==> config.mk <==
export PLATFORM = sky130hd
export DESIGN_NAME = alu_seq
export DESIGN_NICKNAME = d
export VERILOG_FILES = /design/src/rtl/alu_seq.sv
export SDC_FILE = /design/constraint.sdc
export NUM_CORES = 1
export LEC_CHECK = 0
export CORE_ASPECT_RATIO = 0.75
export CORE_MARGIN = 2
export CORE_UTILIZATION = 49
export DETAILED_ROUTE_END_ITERATION = 12
export PLACE_DENSITY = 0.78
export SLEW_MARGIN = 20
export SYNTH_ARGS = -nofsm -noshare
export SYNTH_HDL_FRONTEND = slang
export SYNTH_SLANG_ARGS = --single-unit
==> constraint.sdc <==
create_clock -name clk -period 5.7 [get_ports clk]
set_input_delay 1.14 -clock clk [delete_from_list [all_inputs] [get_ports clk]]
set_output_delay 1.14 -clock clk [all_outputs]
set_load 0.02 [all_outputs]
==> src/rtl/alu_seq.sv <==
// Registered WIDTH-bit ALU with valid/ready handshakes and status flags.
// Divide and modulo run on an iterative restoring divider, one quotient bit per cycle.
module alu_seq #(
    parameter int unsigned WIDTH = 8
) (
    input  logic             clk,
    input  logic             rst,
    input  logic             in_valid,
    output logic             in_ready,
    input  logic [WIDTH-1:0] a,
    input  logic [WIDTH-1:0] b,
    input  logic [3:0]       sel,
    output logic             out_valid,
    input  logic             out_ready,
    output logic [WIDTH-1:0] result,
    output logic             zero,
    output logic             carry,
    output logic             ovf,
    output logic             dz,
    output logic             busy
);

    localparam int unsigned CW = $clog2(WIDTH);
    localparam int unsigned MSB = WIDTH - 1;

    typedef enum logic [1:0] {StIdle, StDiv, StDone} state_e;

    state_e           state_q, state_d;
    logic [3:0]       op_q, op_d;
    logic [WIDTH-1:0] div_q, div_d;   // divisor copy
    logic [WIDTH-1:0] quo_q, quo_d;   // dividend shifting out, quotient shifting in
    logic [WIDTH-1:0] rem_q, rem_d;
    logic [CW-1:0]    cnt_q, cnt_d;
    logic [WIDTH-1:0] res_q, res_d;
    logic             zero_q, zero_d;
    logic             carry_q, carry_d;
    logic             ovf_q, ovf_d;
    logic             dz_q, dz_d;

    // Single-cycle datapath on the live inputs
    logic [WIDTH-1:0]   op_res;
    logic               op_carry, op_ovf, op_dz;
    logic [WIDTH:0]     sum_ext;
    logic [2*WIDTH-1:0] prod;
    logic               is_div;

    always_comb begin
        op_res   = '0;
        op_carry = 1'b0;
        op_ovf   = 1'b0;
        op_dz    = 1'b0;
        sum_ext  = '0;
        prod     = '0;
        case (sel)
            4'h0: begin
                sum_ext  = {1'b0, a} + {1'b0, b};
                op_res   = sum_ext[WIDTH-1:0];
                op_carry = sum_ext[WIDTH];
                op_ovf   = (a[MSB] == b[MSB]) && (op_res[MSB] != a[MSB]);
            end
            4'h1: begin
                sum_ext  = {1'b0, a} - {1'b0, b};
                op_res   = sum_ext[WIDTH-1:0];
                op_carry = sum_ext[WIDTH];
                op_ovf   = (a[MSB] != b[MSB]) && (op_res[MSB] != a[MSB]);
            end
            4'h2: begin
                prod   = {{WIDTH{1'b0}}, a} * {{WIDTH{1'b0}}, b};
                op_res = prod[WIDTH-1:0];
                op_ovf = |prod[2*WIDTH-1:WIDTH];
            end
            // Only reached with b == 0; nonzero divisors go to the divider
            4'h3: begin
                op_res = '1;
                op_dz  = 1'b1;
            end
            4'h4: op_res = ~a;
            4'h5: op_res = a & b;
            4'h6: op_res = a | b;
            4'h7: op_res = ~(a & b);
            4'h8: op_res = ~(a | b);
            4'h9: op_res = a ^ b;
            4'hA: op_res = ~(a ^ b);
            4'hB: begin
                op_res = a;
                op_dz  = 1'b1;
            end
            4'hC: begin
                sum_ext  = {1'b0, a} + {{WIDTH{1'b0}}, 1'b1};
                op_res   = sum_ext[WIDTH-1:0];
                op_carry = sum_ext[WIDTH];
                op_ovf   = op_res[MSB] & ~a[MSB];
            end
            4'hD: begin
                sum_ext  = {1'b0, a} - {{WIDTH{1'b0}}, 1'b1};
                op_res   = sum_ext[WIDTH-1:0];
                op_carry = sum_ext[WIDTH];
                op_ovf   = a[MSB] & ~op_res[MSB];
            end
            4'hE: begin
                op_res    = '0;
                op_res[0] = (a == '0);
            end
            default: op_res = b;
        endcase
    end

    assign is_div = ((sel == 4'h3) || (sel == 4'hB)) && (b != '0);

    // Restoring divider step
    logic [WIDTH:0]   shifted;
    logic             ge;
    logic [WIDTH-1:0] rem_nx, quo_nx;

    always_comb begin
        shifted = {rem_q, quo_q[MSB]};
        ge      = (shifted >= {1'b0, div_q});
        // rem < divisor, so the difference fits in WIDTH bits whenever ge holds
        rem_nx  = ge ? (shifted[WIDTH-1:0] - div_q) : shifted[WIDTH-1:0];
        quo_nx  = {quo_q[WIDTH-2:0], ge};
    end

    always_comb begin
        state_d = state_q;
        op_d    = op_q;
        div_d   = div_q;
        quo_d   = quo_q;
        rem_d   = rem_q;
        cnt_d   = cnt_q;
        res_d   = res_q;
        zero_d  = zero_q;
        carry_d = carry_q;
        ovf_d   = ovf_q;
        dz_d    = dz_q;
        case (state_q)
            StIdle: begin
                if (in_valid) begin
                    op_d  = sel;
                    div_d = b;
                    if (is_div) begin
                        quo_d   = a;
                        rem_d   = '0;
                        cnt_d   = CW'(WIDTH - 1);
                        state_d = StDiv;
                    end else begin
                        res_d   = op_res;
                        zero_d  = (op_res == '0);
                        carry_d = op_carry;
                        ovf_d   = op_ovf;
                        dz_d    = op_dz;
                        state_d = StDone;
                    end
                end
            end
            StDiv: begin
                quo_d = quo_nx;
                rem_d = rem_nx;
                if (cnt_q == '0) begin
                    res_d   = (op_q == 4'h3) ? quo_nx : rem_nx;
                    zero_d  = ((op_q == 4'h3) ? quo_nx : rem_nx) == '0;
                    carry_d = 1'b0;
                    ovf_d   = 1'b0;
                    dz_d    = 1'b0;
                    state_d = StDone;
                end else begin
                    cnt_d = cnt_q - 1'b1;
                end
            end
            StDone: begin
                if (out_ready) state_d = StIdle;
            end
            default: state_d = StIdle;
        endcase
    end

    always_ff @(posedge clk or posedge rst) begin
        if (rst) begin
            state_q <= StIdle;
            op_q    <= '0;
            div_q   <= '0;
            quo_q   <= '0;
            rem_q   <= '0;
            cnt_q   <= '0;
            res_q   <= '0;
            zero_q  <= 1'b0;
            carry_q <= 1'b0;
            ovf_q   <= 1'b0;
            dz_q    <= 1'b0;
        end else begin
            state_q <= state_d;
            op_q    <= op_d;
            div_q   <= div_d;
            quo_q   <= quo_d;
            rem_q   <= rem_d;
            cnt_q   <= cnt_d;
            res_q   <= res_d;
            zero_q  <= zero_d;
            carry_q <= carry_d;
            ovf_q   <= ovf_d;
            dz_q    <= dz_d;
        end
    end

    assign in_ready  = (state_q == StIdle) && !rst;
    assign out_valid = (state_q == StDone);
    assign busy      = (state_q != StIdle);
    assign result    = res_q;
    assign zero      = zero_q;
    assign carry     = carry_q;
    assign ovf       = ovf_q;
    assign dz        = dz_q;

endmodule

-- Yosys cells after proc, flatten, opt, wreduce, memory -nomap -nowiden
Index checks and enable logic that the tools add are counted.
- add/subtract/negate cells: 6
- $lt $le $gt $ge: 1
- reductions and logical operators: 22
- bitwise gates (word level): 11
- eq/ne operators: 27
- mux-type cells: 39
- $mul: 1
- operators with widths (cell ; count):
    one-hot mux 8 bit (15 select lines) ; 1
    two-way mux 8 bit ; 9
    one-hot mux 8 bit (2 select lines) ; 3
    inverter 8 bit ; 4
    equality test 4 bit, second input constant ; 7
    zero test 8 bit ; 3
    equality test 4 x 3 -> 1 bit, second input constant ; 4
    multiplier 8 x 8 -> 16 bit ; 1
    equality test 4 x 2 -> 1 bit, second input constant ; 3
    two-way mux 1 bit ; 11
    != test 2 bit, second input constant ; 5
    adder 8 x 1 -> 9 bit, second input constant ; 1
    adder 8 x 8 -> 9 bit ; 1
    >= comparator 9 x 8 -> 1 bit ; 1
    two-way mux 3 bit ; 3
    subtractor 8 x 1 -> 9 bit, second input constant ; 1
    subtractor 8 x 8 -> 9 bit ; 1
    AND 8 bit ; 1
    two-way mux 2 bit ; 4
    bitwise OR 8 bit ; 1
    one-hot mux 1 bit (2 select lines) ; 4
    AND reduction 4 bit ; 2
    nonzero test 8 bit ; 1
    OR reduction 8 bit ; 1
    other kinds (25) ; 34
- input port bits: 24
- logic and storage cells: 118
- output and inout bits: 15
- flip-flop bits (word level): 45

-- Logic depth before layout (Yosys ltp)
- word-level depth: 7
- depth in mapped cells: 20
- mapped depth without buffers: 19

-- Worst setup path after synthesis
No wires, ideal clock.
- path type: input-to-reg
- start: in a[0]
- end: reg ovf_q, in the netlist ovf
- required time: 5569 ps
- path slack: 144 ps
- cell stages on the path: 17
- setup time: 131 ps
- arrival time: 5425 ps
- path buffers: 1
- cell sequence: clkbuf_1 > nand2_1 > fa_1 > fa_1 > inv_1 > fa_1 > inv_1 > fa_1 > inv_1 > ha_1 > or4_1 > a21oi_1 > nor3_1 > or3_1 > o21a_1 > nor4_1 > o21ai_0
- longest elaborated chain between the ends: 7
- elaborated cells on any way between the ends: 17
- classes of those cells: add/sub: 4; mul: 1; eq/ne: 2; mux: 4; bitwise: 3; reduce/logical: 3
- RTL lines (element ; RTL line ; RTL):
    start, declared ; 10 ; input logic [WIDTH-1:0] a,
    branches (longest 3 deep; another with multiplier 8 x 8 -> 16 bit) ; -- ;
    one-hot mux 1 bit (5 select lines) (*) ; 54 ; case (sel)
    two-way mux 1 bit (*) ; 140 ; if (is_div) begin
    two-way mux 1 bit (*) ; 137 ; if (in_valid) begin
    one-hot mux 1 bit (2 select lines) (*) ; 135 ; case (state_q)
    end signal, assigned ; 199 ; ovf_q <= ovf_d;
    end, declared ; 37 ; logic ovf_q, ovf_d;
Mark *: on every way between the ends. The select of a mux whose other input is x is not followed.
A chain may end at the register's enable or synchronous reset.

-- Worst setup path after layout
- start: in b[2]
- end: reg ovf_q, in the netlist ovf
- longest elaborated chain between the ends: 7
- elaborated cells on any way between the ends: 16
- classes of those cells: add/sub: 2; mul: 1; eq/ne: 3; mux: 4; reduce/logical: 6
- RTL lines (element ; RTL line ; RTL):
    start, declared ; 11 ; input logic [WIDTH-1:0] b,
    branches (longest 7 deep; another with multiplier 8 x 8 -> 16 bit) ; -- ;
Parallel ways; which one is timed is not known. The select of a mux whose other input is x is not followed.

==> flow_metrics.env <==
export IMPL_gp_congestion=0.998
export IMPL_drt_initial_drc_count=824
export IMPL_synthFlopType="dfrtp_1"
export IMPL_wl_um=21000
export IMPL_max_stage_delay_ns=0.54
export IMPL_overflow=0
export IMPL_slew_violations=0
export IMPL_finalHoldViolations=0
export IMPL_total_power_uw=2910
export IMPL_synth_nets=980
export IMPL_grt_pass1_vias=6257
export IMPL_synth_area_um2=6700
export IMPL_syn_instance_count=842
export IMPL_critPathArrivalTime_ns=5.61
export IMPL_cts_tree="done"
export IMPL_setup_viol=0
export IMPL_cp_start_kind="primary input"
export IMPL_worstPathCellList="dlymetal6s2s_1 > inv_2 > nor2_1 > fa_1 > inv_1 > fa_1 > inv_1 > fa_1 > inv_1 > fa_1 > inv_1 > ha_1 > or4_1 > a21oi_2 > buf_4 > o41ai_4 > mux2i_1 > o2111ai_1 > nor4_2 > o21ai_1"
export IMPL_core_area_um2=13200
export IMPL_timing_hold_ws_ns=0.470
export IMPL_worst_path_max_fanout=3
export IMPL_async_reset_ff_share_pct=100
export IMPL_status="finished, final reports clean"
export IMPL_period_needed_ns=5.44
export IMPL_final_nets=1050
export IMPL_clk_pin_slew_ns=0.06
export IMPL_avgRoutedWirePerCell_um=19.4
export IMPL_synth_distinct_cells=79
export IMPL_cts_htree_levels=2
export IMPL_setup_worst_path_end_class="flop"
export IMPL_synth_seq_cells=45
export IMPL_grt_first_pass_wirelength_um=34200
export IMPL_critical_path_top_delay_family="adder cells"
export IMPL_io_pins=39
export IMPL_insertedDiodeCount=0
export IMPL_max_vdd_ir_drop_uv=285
export IMPL_io_buffers=38
export IMPL_drive_gt1_share_pct=13.7
export IMPL_ctsRootBufferMaster="clkbuf_16"
export IMPL_cts_buffer_depth=2
export IMPL_numCtsBuffers=5
export IMPL_cap_violations=0
export IMPL_fp_dieW_um=139
export IMPL_dp_cells=1075
export IMPL_ys_seq_area_share_pct=16.8
export IMPL_tns_ns=0
export IMPL_dpl_hpwl_um=16600
export IMPL_rows=36
export IMPL_vias=6682
export IMPL_hold_path_class="reg2reg"
export IMPL_fin_crit_sh_pct=95.5
export IMPL_die_y_um=105
export IMPL_cpMaxStageDelayCell="or4_1"
export IMPL_max_slew_margin_pct=32.1
export IMPL_fmax_mhz=184
export IMPL_route_detailed_drc=0
export IMPL_avgSynthCellArea_um2=7.96
export IMPL_dieArea_um2=14600
export IMPL_rsz0062_at_grt="no"
export IMPL_powerDensity_nw_per_um2=370
export IMPL_fin_cells=1083
export IMPL_cp_required_ns=5.87
export IMPL_p_leak_uw=0.00383
export IMPL_track_usage_pct=29.3
export IMPL_antenna_found_initial=0
export IMPL_grt_max_degree=46
export IMPL_tightest_slew_ns=1.02
export IMPL_area_growth_pct=17.3
export IMPL_drtPass1Iterations=6
export IMPL_viasPerCell=6.17
export IMPL_finalClockSkew_ns=0.00745
export IMPL_postRouteAntennaNets=0
export IMPL_yosys_warnings=0
export IMPL_synth_edff_count=0
export IMPL_cts_sinks=45
export IMPL_clock_latency_ns=0.29
export IMPL_path_buf_inv=7
export IMPL_initial_core_util_pct=50.9
export IMPL_crit_type="in2reg"
==> flip-flops by register name (all words and copies together) (netlist names) <==
signal	flops
result	8
rem_q	8
ovf	1
carry	1
op_q	4
dz	1
zero	1
state_q	2
cnt_q	3
quo_q	8
div_q	8
==> where the power goes <==
part	switching [uW]	total (uW)	internal, uW
logic	1130	2020	890
registers	102	556	454
clock network	128	332	204
==> cell usage in the layout, fill, tap and decap left out, types with 11 or more instances in the layout <==
| master | count |
|---|---|
| a21oi_1 | 45 |
| buf_4 | 74 |
| nor2b_1 | 11 |
| nor4_1 | 11 |
| inv_1 | 102 |
| nor3_1 | 16 |
| clkdlybuf4s50_1 | 24 |
| nand2_1 | 70 |
| fa_1 | 38 |
| nor2_1 | 86 |
| xnor2_1 | 15 |
| dfrtp_1 | 45 |
| mux2i_1 | 18 |
| ha_1 | 74 |
| nand2b_1 | 14 |
| o21ai_0 | 38 |
==> final cells by class <==
| class | instances | area, um^2 |
|---|---|---|
| clock buffer | 5 | 125 |
| clock inverter | 2 | 35.0 |
| fill | 1208 | 5300 |
| inverter | 112 | 420 |
| multi-input combinational | 633 | 4970 |
| sequential | 45 | 1130 |
| tap | 171 | 214 |
| timing repair buffer | 115 | 967 |
==> worst paths after layout <==
kind / slack (ns) / end / from / depth (start not counted)
min in group asynchronous: 1.41 / carry / rst / 2
hold reg to reg: 0.47 / cnt_q[0] / cnt_q[0] / 1
max in group asynchronous: 3.67 / op_q[3] / rst / 2
hold / removal: 0.47 / cnt_q[0] / cnt_q[0] / 1
setup / recovery: 0.26 / ovf / b[2] / 20
setup reg to reg: 2.30 / zero / rem_q[1] / 8
==> metrics by stage <==
step / utilization, % / setup slack (ns) / area (um^2)
6_report: 59.7 / 0.258 / 7860
5_1_grt: 59.7 / 0.0424 / 7860
4_1_cts: 59.3 / -0.0824 / 7800
3_5_place_dp: 58.0 / -0.584 / 7630
3_3_place_gp: 58.0 / -0.587 / 7630
2_1_floorplan: - / 0.144 / 6700
==> kinds of logic (layout without fill, tap and decap cells) <==
family	after synthesis	after routing	share of synthesized area (%)
flip-flops	45	45	16.8
AND/OR/NAND/NOR	258	258	18.5
adder cells (fa/ha/maj)	114	114	25.7
AO/OA/AOI/OAI	217	217	23.0
XOR/XNOR	21	21	2.75
multiplexers	23	23	3.53
buffers and inverters	164	234	9.80
==> timing repair <==
action,in CTS,in global routing
endpoints found under the setup margin,2,3
hold buffers,0,0
setup buffers,0,1
resized for setup,9,32
pin swaps,0,5
==> synthesized netlist by cell type (6+ instances only) <==
library cell,number,area share [%]
buf_2,18,1.3
xnor2_1,15,2.0
a21o_1,9,1.0
mux2i_1,18,2.7
nor4_1,12,1.1
nand2_1,71,4.0
a222oi_1,7,1.0
nand3_1,9,0.67
dfrtp_1,45,17
nor2_1,86,4.8
nor3_1,16,1.2
a21oi_1,47,3.5
ha_1,75,14
inv_1,107,6.0
o211ai_1,9,1.0
nand2b_1,14,1.3
nor2b_1,11,1.0
and3_1,6,0.56
a22oi_1,9,1.0
xor2_1,6,0.78
o22ai_1,8,0.75
fa_1,39,12
o21ai_0,39,2.9
a221o_1,7,1.0
clkbuf_1,29,1.6
a211oi_1,6,0.67
==> routing by layer <==
metal / up-vias / wire length [um] / track usage, % / share of wire, %
li1: 3094 / - / - / -
met1: 3192 / 10000 / 46.3 / 48
met2: 363 / 8190 / 39.7 / 39
met3: 33 / 2480 / 8.00 / 12
met4: 0 / 325 / 4.98 / 1.5
met5: - / 0 / 0 / 0
Power figures use the tool's default switching activity.
